File: config.mk
export PLATFORM = sky130hd
export DESIGN_NAME = kbd_note_ctrl
export DESIGN_NICKNAME = d
export VERILOG_FILES = /design/src/rtl/kbd_note_pkg.sv /design/src/rtl/kbd_note_lut.sv /design/src/rtl/kbd_note_ctrl.sv
export SDC_FILE = /design/constraint.sdc
export NUM_CORES = 1
export LEC_CHECK = 0
export ABC_AREA = 1
export BUFFER_PORTS_ARGS = -buffer_cell sky130_fd_sc_hd__buf_4
export CAP_MARGIN = 0
export CORE_UTILIZATION = 50
export CTS_BUF_LIST = sky130_fd_sc_hd__clkbuf_8
export DETAILED_ROUTE_END_ITERATION = 10
export PLACE_DENSITY_LB_ADDON = 0.1
export SYNTH_ARGS = -nofsm -noshare
export SYNTH_HDL_FRONTEND = slang
export SYNTH_SLANG_ARGS = --single-unit
File: constraint.sdc
create_clock -name clk -period 2 [get_ports clk]
set_input_delay 0.3 -clock clk [delete_from_list [all_inputs] [get_ports clk]]
set_output_delay 0.3 -clock clk [all_outputs]
set_load 0.005 [all_outputs]
File: src/rtl/kbd_note_pkg.sv
`default_nettype none
// ============================================================================
// Module   : kbd_note_pkg
// Purpose  : Shared widths and PS/2 set-2 scancodes for the keyboard note path.
// Revision : 1.0 - initial release
// ============================================================================
package kbd_note_pkg;

  localparam int NOTE_W = 7;
  localparam int OCT_W  = 3;

  // Piano row: A W S E D F T G Y H U J K -> semitones 0..12
  localparam logic [7:0] SC_A = 8'h1C;
  localparam logic [7:0] SC_W = 8'h1D;
  localparam logic [7:0] SC_S = 8'h1B;
  localparam logic [7:0] SC_E = 8'h24;
  localparam logic [7:0] SC_D = 8'h23;
  localparam logic [7:0] SC_F = 8'h2B;
  localparam logic [7:0] SC_T = 8'h2C;
  localparam logic [7:0] SC_G = 8'h34;
  localparam logic [7:0] SC_Y = 8'h35;
  localparam logic [7:0] SC_H = 8'h33;
  localparam logic [7:0] SC_U = 8'h3C;
  localparam logic [7:0] SC_J = 8'h3B;
  localparam logic [7:0] SC_K = 8'h42;

  localparam logic [7:0] SC_OCT_DN = 8'h1A;
  localparam logic [7:0] SC_OCT_UP = 8'h22;
  localparam logic [7:0] SC_GATE   = 8'h29;

endpackage
`default_nettype wire

File: src/rtl/kbd_note_lut.sv
`default_nettype none
// ============================================================================
// Module   : kbd_note_lut
// Purpose  : Combinational scancode decode into note/octave/gate actions.
// Revision : 1.0 - initial release
// ============================================================================
module kbd_note_lut
  import kbd_note_pkg::*;
(
  input  logic [7:0] scancode,
  output logic       hit,
  output logic [3:0] semitone,
  output logic       oct_dn,
  output logic       oct_up,
  output logic       gate_tgl
);

  always_comb begin
    hit      = 1'b0;
    semitone = 4'd0;
    oct_dn   = 1'b0;
    oct_up   = 1'b0;
    gate_tgl = 1'b0;
    case (scancode)
      SC_A:      begin hit = 1'b1; semitone = 4'd0;  end
      SC_W:      begin hit = 1'b1; semitone = 4'd1;  end
      SC_S:      begin hit = 1'b1; semitone = 4'd2;  end
      SC_E:      begin hit = 1'b1; semitone = 4'd3;  end
      SC_D:      begin hit = 1'b1; semitone = 4'd4;  end
      SC_F:      begin hit = 1'b1; semitone = 4'd5;  end
      SC_T:      begin hit = 1'b1; semitone = 4'd6;  end
      SC_G:      begin hit = 1'b1; semitone = 4'd7;  end
      SC_Y:      begin hit = 1'b1; semitone = 4'd8;  end
      SC_H:      begin hit = 1'b1; semitone = 4'd9;  end
      SC_U:      begin hit = 1'b1; semitone = 4'd10; end
      SC_J:      begin hit = 1'b1; semitone = 4'd11; end
      SC_K:      begin hit = 1'b1; semitone = 4'd12; end
      SC_OCT_DN: oct_dn   = 1'b1;
      SC_OCT_UP: oct_up   = 1'b1;
      SC_GATE:   gate_tgl = 1'b1;
      default:   hit      = 1'b0;
    endcase
  end

endmodule
`default_nettype wire

File: src/rtl/kbd_note_ctrl.sv
`default_nettype none
// ============================================================================
// Module   : kbd_note_ctrl
// Purpose  : Turns a level-held release scancode into note/octave/gate updates
//            with a one-cycle note strobe.
// Revision : 1.0 - initial release
// ============================================================================
module kbd_note_ctrl
  import kbd_note_pkg::*;
#(
  parameter int unsigned OCT_DEFAULT = 4,
  parameter int unsigned OCT_MIN     = 0,
  parameter int unsigned OCT_MAX     = 7
) (
  input  logic              clk,
  input  logic              reset_n,
  input  logic [7:0]        scancode,
  output logic [NOTE_W-1:0] note,
  output logic              note_stb,
  output logic              gate,
  output logic [OCT_W-1:0]  octave
);

  localparam logic [OCT_W-1:0]  c_oct_default = OCT_W'(OCT_DEFAULT);
  localparam logic [OCT_W-1:0]  c_oct_min     = OCT_W'(OCT_MIN);
  localparam logic [OCT_W-1:0]  c_oct_max     = OCT_W'(OCT_MAX);
  localparam logic [NOTE_W-1:0] c_note_reset  = NOTE_W'(60);

  logic [7:0] prev_q;
  logic       evt_q;
  logic [7:0] code_q;

  logic       w_hit;
  logic [3:0] w_semitone;
  logic       w_oct_dn;
  logic       w_oct_up;
  logic       w_gate_tgl;
  logic [7:0] w_note_full;

  kbd_note_lut u_lut (
    .scancode (code_q),
    .hit      (w_hit),
    .semitone (w_semitone),
    .oct_dn   (w_oct_dn),
    .oct_up   (w_oct_up),
    .gate_tgl (w_gate_tgl)
  );

  // Max 12*8+12 = 108, so the 8-bit result always fits the 7-bit note.
  assign w_note_full = (8'(octave) + 8'd1) * 8'd12 + 8'(w_semitone);

  always_ff @(posedge clk or negedge reset_n) begin
    if (!reset_n) begin
      prev_q   <= 8'h00;
      evt_q    <= 1'b0;
      code_q   <= 8'h00;
      note     <= c_note_reset;
      note_stb <= 1'b0;
      gate     <= 1'b0;
      octave   <= c_oct_default;
    end else begin
      prev_q   <= scancode;
      evt_q    <= (scancode != prev_q);
      code_q   <= scancode;
      note_stb <= 1'b0;
      if (evt_q) begin
        if (w_hit) begin
          note     <= w_note_full[NOTE_W-1:0];
          gate     <= 1'b1;
          note_stb <= 1'b1;
        end else if (w_oct_dn) begin
          if (octave > c_oct_min) octave <= octave - 1'b1;
        end else if (w_oct_up) begin
          if (octave < c_oct_max) octave <= octave + 1'b1;
        end else if (w_gate_tgl) begin
          gate <= ~gate;
        end
      end
    end
  end

endmodule
`default_nettype wire

Word-level counts from Yosys, hierarchy flattened
Cells that the tools add are included.

Bits in registers: 21. Bits in latches: 0. Bits in writable memories: 0. Bits in read-only memories: 0. Input bits: 10. Output and inout bits: 12. Logic and storage cells: 57. Memories: 0.

Add/subtract/negate cells: 4. $mul: 1. Divide/modulo/power cells: 0. Magnitude comparators: 2. Equality and inequality tests: 20. Shift-type cells: 0. Mux-type cells: 15. Bitwise operators: 2. Reduce and logical (&&, ||, !) cells: 7.

Operators by type and width (count): equality test 8 x 6 -> 1 bit (second input constant) (11); one-hot mux 4 bit (12 select lines) (1); equality test 8 x 5 -> 1 bit (second input constant) (4); OR reduction 13 bit (1); 2-to-1 mux 3 bit (4); 2-to-1 mux 1 bit (10); equality test 8 x 7 -> 1 bit (second input constant) (1); inequality test 8 bit (1); adder 7 x 4 -> 7 bit (1); nonzero test 2 bit (3); multiplier 4 x 2 -> 5 bit (second input constant) (1); AND reduction 5 bit (1); adder 3 x 1 -> 4 bit (second input constant) (1); inequality test 2 x 1 -> 1 bit (second input constant) (2); AND reduction 4 bit (1); adder 3 x 1 -> 3 bit (second input constant) (1); greater-than comparator 3 x 1 -> 1 bit (second input constant) (1); less-than comparator 3 bit (second input constant) (1); subtractor 3 x 1 -> 3 bit (second input constant) (1); inequality test 2 bit (second input constant) (1); inverter 1 bit (2); AND reduction 2 bit (1).

Logic depth before layout (Yosys ltp)
Gate-level depths: netlist of the first run.

Depth in word-level cells: 6. Depth in mapped cells: 17. Mapped depth without buffers: 17.

Modules after synthesis
From an unflattened synthesis of the first run, not the netlist that was laid out.

Cells, all modules: 189. Area total of the unflattened synthesis: 1443.9 um2.

Modules (own cells, without submodules): kbd_note_ctrl (times used 1, cells each 121, area each 1139.8 um2, seq. area each 531.8 um2); kbd_note_lut (times used 1, cells each 68, area each 304.0 um2, seq. area each 0.0 um2).

Least setup slack after synthesis of the first run
Ideal clock, no wire load.

Path type: reg2reg. From: register code_q[6]. To: register note[6]. Setup time: 0.117 ns. Data arrival time: 1.967 ns. Path slack: -0.084 ns. Cell stages (with the launch flop): 17. Path buffers: 0. Cell sequence: dfrtp_1 inv_2 nand2_1 nor2_4 nand2_2 nand2_1 a21oi_1 nand3_1 ha_1 inv_1 fa_1 nor2_1 nand3_1 nand2_1 nand2_1 nand3_1 nand2_1.

Longest elaborated chain between the ends: 4. Elaborated cells on any way between the ends: 18. Classes of those cells: 1 x add/sub; 13 x eq/ne; 2 x mux; 2 x reduce/logical.

RTL lines: from (decl) (line kbd_note_ctrl.sv:31) `logic [7:0] code_q;`; from (signal assigned) (line kbd_note_ctrl.sv:64) `code_q <= scancode;`; parallel branches: the longest is 4 deep, another holds adder 7 x 4 -> 7 bit; to (signal assigned) (line kbd_note_ctrl.sv:57) `note <= c_note_reset;`; to (signal assigned) (line kbd_note_ctrl.sv:68) `note <= w_note_full[NOTE_W-1:0];`; to (decl) (line kbd_note_ctrl.sv:18) `output logic [NOTE_W-1:0] note,`.

Parallel ways; which one is timed is not known. A chain may end at the register's enable or synchronous reset.

Worst setup path after layout of the first run
From: register code_q[6]. To: register note[4].

Same word-level chain as after synthesis.

==> qor.log, run 1 <==
INFO  run_status     status=finished with violations
INFO  run_status     failing_checks=negative setup slack
INFO  synthesis      synth.lib_cells_used.distinct=26
INFO  synthesis      syn_area_per_cell=7.77µm²
INFO  cells_and_area nNetsFinal=272
INFO  synthesis      synth_top_area_cell=dfrtp_1
INFO  synthesis      yosys-top-cells-area=dfrtp_1 27%, nand2_1 13%, dfstp_2 9.0%
INFO  worst_setup_path setup.worst_path.start_class=flop
INFO  cts            cts_made_buffers=3
INFO  cells_and_area n_antenna_cell=0
INFO  worst_setup_path critPathMaxFanout=5
INFO  sta            worst_pin_slew=0.416ns
INFO  synthesis      synth.cell_area=1460µm²
INFO  cells_and_area syn2layout_area_growth=46.1%
INFO  floorplanning  fp.coreArea=2760µm²
INFO  floorplanning  fp.dieH=56.1µm
INFO  synthesis      synth.top_cells.by_count=52 x nand2_1, 20 x inv_1, 16 x dfrtp_1, 15 x nand3_1
INFO  synthesis      synth_seq_cells=21
INFO  sta            report.final.hold_viol_count=0
INFO  global_route   grt_max_degree=22
INFO  global_route   grt_overflow=0
INFO  sta            slew_headroom=0.723
INFO  drt            route.detailed.vias_per_inst=5.14
INFO  synthesis      post_synth_inst_count=188
INFO  sta            setup_viol=3
INFO  floorplanning  placementRows=19
INFO  cts            numClockSinks=21
INFO  pwr            report.power.total=1.43mW
INFO  cts            h-tree-depth=1
INFO  cts            tritoncts=yes
INFO  place          gp_routability_congestion=0.894
INFO  run            maxCapViolations=0
INFO  drt            detail_route.wl_per_cell=13.1µm
INFO  sta            timing.final.crit_period=2.15ns
INFO  cells_and_area fillCellCount=186
INFO  cts            cts-root-buf=clkbuf_8
INFO  floorplanning  die_width=56.1µm
INFO  pwr            power-per-cell-area=668nW/µm²
INFO  floorplanning  design.portCount=22
INFO  worst_setup_path setup.worst_path.class=flop to flop
INFO  cells_and_area design_area=2140µm²
INFO  synthesis      async_flop_share=1.00
INFO  synthesis      synth.yosys.warnings=0
INFO  sta            rsz0062_at_grt=yes
INFO  pwr            cellLeakagePower=1.12nW
INFO  sta            maxClockFrequency=0.465GHz
INFO  place          place.detailed.instances=258
INFO  synthesis      yosys_most_used_dff=dfrtp_1
INFO  worst_setup_path crit_path_end_kind=flop
INFO  global_route   total_routing_resource_utilization_after_global_routing=0.227
INFO  synthesis      synth_fp_nets=207
INFO  worst_setup_path data_arrival_critical_path=2.37ns
INFO  cts            clkLatencyLatePin=0.27ns
INFO  floorplanning  starting_density=0.530
INFO  drt            drt_wl_total=3710µm
INFO  drt            drc=0
INFO  drt            routed-via-count=1455
INFO  cts            clkSlewWorstSetupHoldPaths=0.08ns
INFO  global_route   first_global_vias=1381
INFO  sta            timing.final.ws_setup=-0.150ns
INFO  synthesis      synth_most_common_cell=nand2_1
INFO  place          post_dp_cell_area=1810µm²
INFO  drt            drt_iter0_markers=35
INFO  place          io_buffer_count=21
INFO  pwr            ir_worst_vdd=745µV
INFO  drt            drt_first_pass_iters=4
INFO  hold_path      hold_path_class=input pin to flop
INFO  synthesis      portion_of_the_post_synthesis_area_used_by_sequential_elements=0.364
INFO  sta            clock_skew=0.00169ns
INFO  synthesis      post-synth-top-area-fraction=0.274
INFO  cells_and_area drive_above_1_share=0.492
INFO  global_route   grt_antenna_before_repair=0
INFO  cts            clock_path_buffers=2
INFO  global_route   grt_first_pass_wirelength=5600µm
INFO  drt            postRouteAntennaNets=0
INFO  worst_setup_path worstPathRequired=2.22ns
INFO  sta            finalCritPeriodShare=1.07
INFO  place          place_hpwl=2310µm
INFO  floorplanning  fp.dieArea=3140µm²
INFO  synthesis      synth_enable_flop_cells=0
INFO  sta            finalMaxSlewViolations=0
INFO  cells_and_area layout.cells.non_filler=283
-- final timing paths --
path | start | to | slack, ns | depth (start not counted)
worst max register to register | code_q[6] | note[4] | -0.15 | 14
worst min register to register | note[4] | note[4] | 0.46 | 2
worst max-delay path | code_q[6] | note[4] | -0.15 | 14
min in group asynchronous | reset_n | note_stb | 0.44 | 2
worst min-delay path | scancode[2] | code_q[2] | 0.14 | 1
max in group asynchronous | reset_n | octave[2] | 1.28 | 2
-- kinds of logic after synthesis --
kind of cell	share of synthesized area
AND/OR/NAND/NOR	0.348
XOR/XNOR	0.0959
AO/OA/AOI/OAI	0.0342
buffers and inverters	0.0711
adder cells (fa/ha/maj)	0.0873
flip-flops	0.364
-- layer usage --
metal / vias up / GRT usage / part of all wire
li1: 711 / - / -
met1: 673 / 0.257 / 0.39
met2: 52 / 0.425 / 0.53
met3: 19 / 0.0279 / 0.046
met4: 0 / 0.0941 / 0.038
met5: - / 0 / 0
-- metrics by stage --
stage / setup slack [ns] / utilization / setup TNS [ns] / hold WS, ns
finish: -0.150 / 0.775 / -0.406 / 0.145
global route: -0.318 / 0.775 / -0.946 / 0.145
CTS: -0.105 / 0.719 / -0.197 / 0.146
detailed placement: -0.130 / 0.656 / -0.254 / 0.198
global placement: -0.0286 / 0.656 / -0.0286 / 0.194
floorplan: -0.00142 / - / -0.00142 / 0.00441
-- repair_timing --
item,in CTS,in global routing
buffers inserted,12,8
resized for setup,8,23
setup endpoints to repair,3,5
endpoints found under the hold margin,16,0
hold buffers,1,0
pin swaps,5,16
-- critical path: stages (launching register included) --
cell     delay [ns]
dfrtp_1        0.40
inv_2          0.07
nand2_2        0.06
nor2_4         0.17
nand2_2        0.09
nand2_2        0.10
a21oi_2        0.04
nand3_1        0.07
ha_2           0.20
inv_2          0.04
fa_2           0.36
buf_4          0.15
xor2_1         0.16
nand3_1        0.08
nand2_1        0.08
-- cells in the final DEF (no fill, tap or decap) --
master / count
buf_4: 61
nand2_1: 46
inv_1: 16
nand3_1: 13
dfrtp_1: 12
nand2_2: 11
nor2_1: 11
inv_2: 10
xor2_1: 10
nor2_4: 6
dfstp_2: 5
nor2_2: 4
a21oi_1: 4
xnor2_1: 4
dfrtp_2: 4
nand2_4: 3
nand3_2: 3
nand4_1: 3
ha_1: 3
clkbuf_8: 3
xor2_2: 2
or2_2: 2
a21oi_2: 2
ha_4: 2
ha_2: 2
a21oi_4: 1
nor4_1: 1
and2_1: 1
nand3_4: 1
o21ai_2: 1
o21ai_0: 1
o21ai_1: 1
fa_2: 1
fa_1: 1
dlygate4sd3_1: 1
-- layout make-up --
class | instances | area (µm²) | area share
inverters | 25 | 93.8 | 0.0439
flip-flops and latches | 21 | 537 | 0.251
multi-input cells | 140 | 953 | 0.446
clock inverters | 1 | 3.75 | 0.00176
well taps | 31 | 38.8 | 0.0182
repair buffers | 62 | 468 | 0.219
clock buffers | 3 | 41.3 | 0.0193
-- state kept, by name, indices dropped and copies added (netlist names) --
register	count
note_stb	1
evt_q	1
gate	1
octave	3
code_q	8
note	7
-- power breakdown --
| group | internal (mW) | switching, mW | leakage [nW] |
|---|---|---|---|
| Sequential | 0.510 | 0.0469 | 0.240 |
| Clock | 0.138 | 0.154 | 0.0269 |
| Combinational | 0.289 | 0.290 | 0.849 |
Note: power is estimated with default switching activity, not from simulation.
==> run 2, diff against run 1 <==
--- a/config.mk
+++ b/config.mk
@@ -8,8 +8,10 @@
 export ABC_AREA = 1
 export BUFFER_PORTS_ARGS = -buffer_cell sky130_fd_sc_hd__buf_4
 export CAP_MARGIN = 0
+export CORE_MARGIN = 2
 export CORE_UTILIZATION = 50
 export CTS_BUF_LIST = sky130_fd_sc_hd__clkbuf_8
+export CTS_CLUSTER_SIZE = 8
 export DETAILED_ROUTE_END_ITERATION = 10
 export PLACE_DENSITY_LB_ADDON = 0.1
 export SYNTH_ARGS = -nofsm -noshare
==> qor.log, run 2 (same netlist as run 1, synthesis figures left out) <==
INFO  cells_and_area largest_register_ff_count=8
INFO  sta            slew_headroom=0.735
INFO  floorplanning  fp.coreArea=2760µm²
INFO  worst_setup_path setup.worst_path.start_class=flop
INFO  global_route   grt_antenna_before_repair=0
INFO  cts            clkSlewWorstSetupHoldPaths=0.08ns
INFO  global_route   first_global_vias=1404
INFO  sta            maxClockFrequency=0.473GHz
INFO  floorplanning  starting_density=0.530
INFO  place          gp_routability_congestion=0.868
INFO  global_route   grt_max_degree=22
INFO  sta            finalCritPeriodShare=1.06
INFO  floorplanning  fp.dieH=58.1µm
INFO  worst_setup_path setup.worst_path.class=flop to flop
INFO  sta            report.final.hold_viol_count=0
INFO  drt            drt_iter0_markers=41
INFO  sta            finalHoldWorstSlack=0.154ns
INFO  cells_and_area largestRegisters=code_q (8), note (7), octave (3)
INFO  cts            numClockSinks=21
INFO  global_route   grt_overflow=0
INFO  cts            cts_made_buffers=3
INFO  cts            tritoncts=yes
INFO  sta            worst_pin_slew=0.397ns
INFO  cells_and_area leading_cell_type_in_the_layout_fill_and_taps_excluded=buf_4
INFO  sta            clock_skew=0.00302ns
INFO  worst_setup_path data_arrival_critical_path=2.32ns
INFO  worst_setup_path crit_path_end_kind=flop
INFO  sta            finalMaxSlewViolations=0
INFO  run_status     status=finished with violations
INFO  worst_setup_path worstPathRequired=2.21ns
INFO  drt            drc=0
INFO  sta            timing.final.crit_period=2.11ns
INFO  run            maxCapViolations=0
INFO  global_route   grt_first_pass_wirelength=5650µm
INFO  cells_and_area n_antenna_cell=0
INFO  cts            clock_path_buffers=2
INFO  worst_setup_path critPathMaxFanout=3
INFO  drt            postRouteAntennaNets=0
INFO  floorplanning  die_width=58.1µm
INFO  pwr            report.power.total=1.35mW
INFO  pwr            cellLeakagePower=1.09nW
INFO  pwr            power-per-cell-area=668nW/µm²
INFO  place          place_hpwl=2450µm
INFO  hold_path      hold_path_class=input pin to flop
INFO  place          io_buffer_count=21
INFO  pwr            ir_worst_vdd=591µV
INFO  global_route   total_routing_resource_utilization_after_global_routing=0.212
INFO  cts            clkLatencyLatePin=0.26ns
INFO  cts            h-tree-depth=1
INFO  cts            cts-root-buf=clkbuf_8
INFO  cells_and_area syn2layout_area_growth=38.3%
INFO  floorplanning  design.portCount=22
INFO  drt            drt_first_pass_iters=4
INFO  cells_and_area most-common-layout-cells=53 x buf_4, 48 x nand2_1, 17 x inv_1
INFO  floorplanning  fp.dieArea=3370µm²
INFO  floorplanning  placementRows=19
INFO  cells_and_area largest-register=code_q
INFO  cells_and_area drive_above_1_share=0.433
INFO  drt            drt_wl_total=3230µm
INFO  drt            route.detailed.vias_per_inst=4.91
INFO  sta            timing.final.ws_setup=-0.115ns
INFO  sta            setup_viol=3
INFO  drt            routed-via-count=1355
INFO  drt            detail_route.wl_per_cell=11.7µm
INFO  run_status     failing_checks=negative setup slack
INFO  sta            rsz0062_at_grt=yes
INFO  cells_and_area nNetsFinal=265
run 2: changes by cell type in the layout (fill, tap and decap cells not counted), moves of 3 or more:
cell     before  now
dfrtp_1      12   15
buf_4        61   53
dfrtp_2       4    1
ha_1          3    6
run 2: routing by layer:
layer  global-route usage  wire, µm  up-vias
met5                    0         0        -
met4               0.0565        30        0
met3               0.0290        86        5
met2                0.399      1730       22
met1                0.250      1390      629
li1                     -         -      699
run 2: area by class of cell:
cell class,instances,area [µm²]
clock buffers,3,41.3
clock inverters,1,3.75
fillers,216,737
inverters,25,93.8
multi-input cells,140,891
flip-flops and latches,21,533
well taps,31,38.8
repair buffers,55,419
run 2: per-stage QoR:
stage	util	instance area, µm²	setup WS [ns]	std cells	TNS (ns)
after CTS	0.711	1960	-0.104	273	-0.164
final	0.733	2020	-0.115	276	-0.210
after global placement	0.667	1840	-0.0237	262	-0.0237
after global routing	0.733	2020	-0.296	276	-0.775
after floorplan	-	1470	-0.00142	188	-0.00142
after detailed placement	0.667	1840	-0.110	262	-0.225
run 2: power breakdown:
part | switching, mW | total [mW] | internal (mW)
logic | 0.259 | 0.518 | 0.259
clock network | 0.140 | 0.277 | 0.137
registers | 0.0458 | 0.555 | 0.509
total | 0.445 | 1.35 | 0.905
run 2: path summary, 6_finish.rpt:
kind                                   from   endpoint  slack [ns]  cells after the start
worst max-delay path              code_q[1]    note[6]       -0.11                     17
max in group asynchronous           reset_n  octave[2]        1.27                      2
worst min-delay path            scancode[7]  code_q[7]        0.15                      1
worst min register to register      note[2]    note[2]        0.46                      2
worst max register to register    code_q[1]    note[6]       -0.11                     17
min in group asynchronous           reset_n    note[6]        0.46                      2
run 2: worst max-delay path, cell delays in order (launching register included):
cell and delay (ns):
dfrtp_1 0.42, inv_2 0.09, nand2_4 0.07, nor2_4 0.14, nand2_2 0.08, nand2_2 0.08, a21oi_2 0.04, nand3_1 0.07
ha_2 0.19, inv_2 0.04, fa_2 0.35, nor2_2 0.10, nand3_2 0.09, inv_1 0.06, nand2_1 0.05, nand2_1 0.06
nand3_1 0.07, nand2_1 0.08
run 2: repair_timing:
item | 4_1_cts | 5_1_grt
hold endpoints to repair | 16 | 0
setup endpoints to repair | 3 | 5
pin swaps | 7 | 6
setup buffers | 6 | 3
hold buffers | 1 | 0
gates resized for setup | 6 | 11
==> run 3, diff against run 2 <==
--- a/config.mk
+++ b/config.mk
@@ -8,8 +8,8 @@
 export ABC_AREA = 1
 export BUFFER_PORTS_ARGS = -buffer_cell sky130_fd_sc_hd__buf_4
 export CAP_MARGIN = 0
-export CORE_MARGIN = 2
-export CORE_UTILIZATION = 50
+export CORE_MARGIN = 8
+export CORE_UTILIZATION = 43
 export CTS_BUF_LIST = sky130_fd_sc_hd__clkbuf_8
 export CTS_CLUSTER_SIZE = 8
 export DETAILED_ROUTE_END_ITERATION = 10
==> qor.log, run 3 (same netlist as run 1, synthesis figures left out) <==
INFO  place          gp_routability_congestion=0.941
INFO  cts            cts-root-buf=clkbuf_8
INFO  sta            report.final.hold_viol_count=0
INFO  drt            postRouteAntennaNets=0
INFO  sta            timing.final.crit_period=2.08ns
INFO  drt            detail_route.wl_per_cell=11.8µm
INFO  drt            drt_iter0_markers=106
INFO  hold_path      hold-path-cell-count=1
INFO  floorplanning  starting_density=0.441
INFO  cts            clkSlewWorstSetupHoldPaths=0.07ns
INFO  run            maxCapViolations=0
INFO  sta            setup_viol=2
INFO  drt            route.detailed.vias_per_inst=4.79
INFO  run_status     status=finished with violations
INFO  cells_and_area largest-register=code_q
INFO  sta            rsz0062_at_grt=yes
INFO  cts            cts_made_buffers=3
INFO  place          place.detailed.instances=271
INFO  sta            finalCritPeriodShare=1.04
INFO  pwr            seq_power_share=0.388
INFO  pwr            ir_worst_vdd=435µV
INFO  pwr            power-per-cell-area=679nW/µm²
INFO  floorplanning  die_width=74.3µm
INFO  pwr            cell_internal_pwr=953µW
INFO  sta            worst_pin_slew=0.415ns
INFO  worst_setup_path setup.worst_path.start_class=flop
INFO  pwr            power_frac_comb=0.425
INFO  sta            timing.final.ws_setup=-0.0808ns
INFO  sta            maxClockFrequency=0.481GHz
INFO  place          place_hpwl=2520µm
INFO  pwr            clock_network_fraction_of_design_power=0.187
INFO  pwr            power_switching=471µW
INFO  worst_setup_path crit_path_end_kind=flop
INFO  cells_and_area nNetsFinal=264
INFO  sta            clock_skew=0.00171ns
INFO  global_route   grt_antenna_before_repair=0
INFO  place          io_buffer_count=21
INFO  worst_setup_path worstPathRequired=2.20ns
INFO  floorplanning  placementRows=21
INFO  pwr            switching_share=0.331
INFO  sta            finalMaxSlewViolations=0
INFO  cts            numClockSinks=21
INFO  global_route   total_routing_resource_utilization_after_global_routing=0.128
INFO  worst_setup_path setup.reg_to_reg.worst_slack=-0.08ns
INFO  cells_and_area n_antenna_cell=0
INFO  sta            slew_headroom=0.723
INFO  floorplanning  design.portCount=22
INFO  pwr            cellLeakagePower=1.08nW
INFO  floorplanning  fp.dieArea=5520µm²
INFO  drt            routed-via-count=1388
INFO  global_route   grt_overflow=0
INFO  cts            tritoncts=yes
INFO  global_route   grt_first_pass_wirelength=5670µm
INFO  drt            drc=0
INFO  pwr            report.power.total=1.42mW
INFO  cells_and_area leading_cell_type_in_the_layout_fill_and_taps_excluded=buf_4
INFO  cells_and_area largestRegisters=code_q (8), note (7), octave (3)
INFO  hold_path      hold_end=code_q[6]
INFO  worst_setup_path worst_reg2reg_endpoint=note[6]
INFO  cts            clkLatencyLatePin=0.26ns
INFO  floorplanning  fp.dieH=74.3µm
INFO  worst_setup_path critPathMaxFanout=5
INFO  worst_setup_path rr_worst_depth=17
INFO  cells_and_area most-common-layout-cells=53 x buf_4, 46 x nand2_1, 16 x inv_1
INFO  sta            finalHoldWorstSlack=0.161ns
INFO  run_status     failing_checks=negative setup slack
INFO  place          placement.setup.worst_slack=-0.115ns
INFO  global_route   grt_max_degree=22
INFO  worst_setup_path startpoint=code_q[7]
INFO  cells_and_area layout.cells.non_filler=290
INFO  floorplanning  fp.coreArea=3310µm²
INFO  worst_setup_path setup.worst_path.class=flop to flop
INFO  worst_setup_path data_arrival_critical_path=2.28ns
INFO  global_route   first_global_vias=1419
INFO  cts            h-tree-depth=1
INFO  cells_and_area syn2layout_area_growth=43.6%
INFO  worst_setup_path reg_to_reg_start=code_q[7]
INFO  hold_path      hold_path.startpoint=scancode[6]
INFO  drt            drt_first_pass_iters=4
INFO  hold_path      hold_path_class=input pin to flop
INFO  cells_and_area final_core_utilization=0.634
INFO  cells_and_area drive_above_1_share=0.471
INFO  drt            drt_wl_total=3430µm
INFO  cts            clock_path_buffers=2
INFO  cells_and_area largest_register_ff_count=8
## run 3: what timing repair did
| action | in CTS | in global routing |
|---|---|---|
| hold buffers | 1 | 0 |
| resized for setup | 7 | 22 |
| pin swaps | 9 | 17 |
| setup buffers | 7 | 7 |
| endpoints found under the hold margin | 16 | 0 |
| endpoints found under the setup margin | 3 | 4 |
## run 3: final cells by class
cell class | instances | area, µm²
multi-input combinational | 140 | 960
clock buffer | 3 | 41.3
sequential | 21 | 534
clock inverter | 1 | 3.75
fill | 315 | 1210
inverter | 25 | 93.8
timing repair buffer | 54 | 408
tap | 46 | 57.6
## run 3: worst max-delay path by stage
stage	endpoint	slack [ns]	cells after the start
after floorplan	note[6]	-0.001	16
after global placement	note[6]	-0.05	16
after detailed placement	note[6]	-0.11	16
after CTS	note[6]	-0.09	17
after global routing	note[6]	-0.25	17
final	note[6]	-0.08	17
## run 3: stage by stage
stage,setup TNS (ns),cell area [µm²]
global route,-0.488,2100
CTS,-0.178,1940
detailed placement,-0.233,1810
global placement,-0.0663,1810
floorplan,-0.00142,1470
finish,-0.158,2100
## run 3: metal layers
metal,share of wire,vias to the layer above,GRT usage
met4,0.012,0,0.0348
met2,0.51,36,0.234
met3,0.062,8,0.0404
met5,0,-,0
li1,-,692,-
met1,0.41,652,0.137
## run 3: power by group through the flow
stage | clock (mW) | sequential [mW] | combinational, mW
final | 0.266 | 0.552 | 0.606
after global routing | 0.290 | 0.562 | 0.683
after CTS | 0.282 | 0.553 | 0.496
after detailed placement | 0 | 0.562 | 0.478
after global placement | 0 | 0.559 | 0.467
after floorplan | 0 | 0.572 | 0.253
## run 3: critical path, cell delays in order, from the launching register on
cell and delay [ns]:
dfrtp_1 0.39, inv_2 0.07, nand2_2 0.07, nor2_4 0.17, nand2_2 0.08, nand2_2 0.09
a21oi_2 0.04, nand3_1 0.07, ha_2 0.18, inv_2 0.04, fa_2 0.34, nor2_2 0.10
nand3_2 0.08, inv_1 0.06, nand2_1 0.04, nand2_1 0.07, nand3_2 0.07, nand2_1 0.06
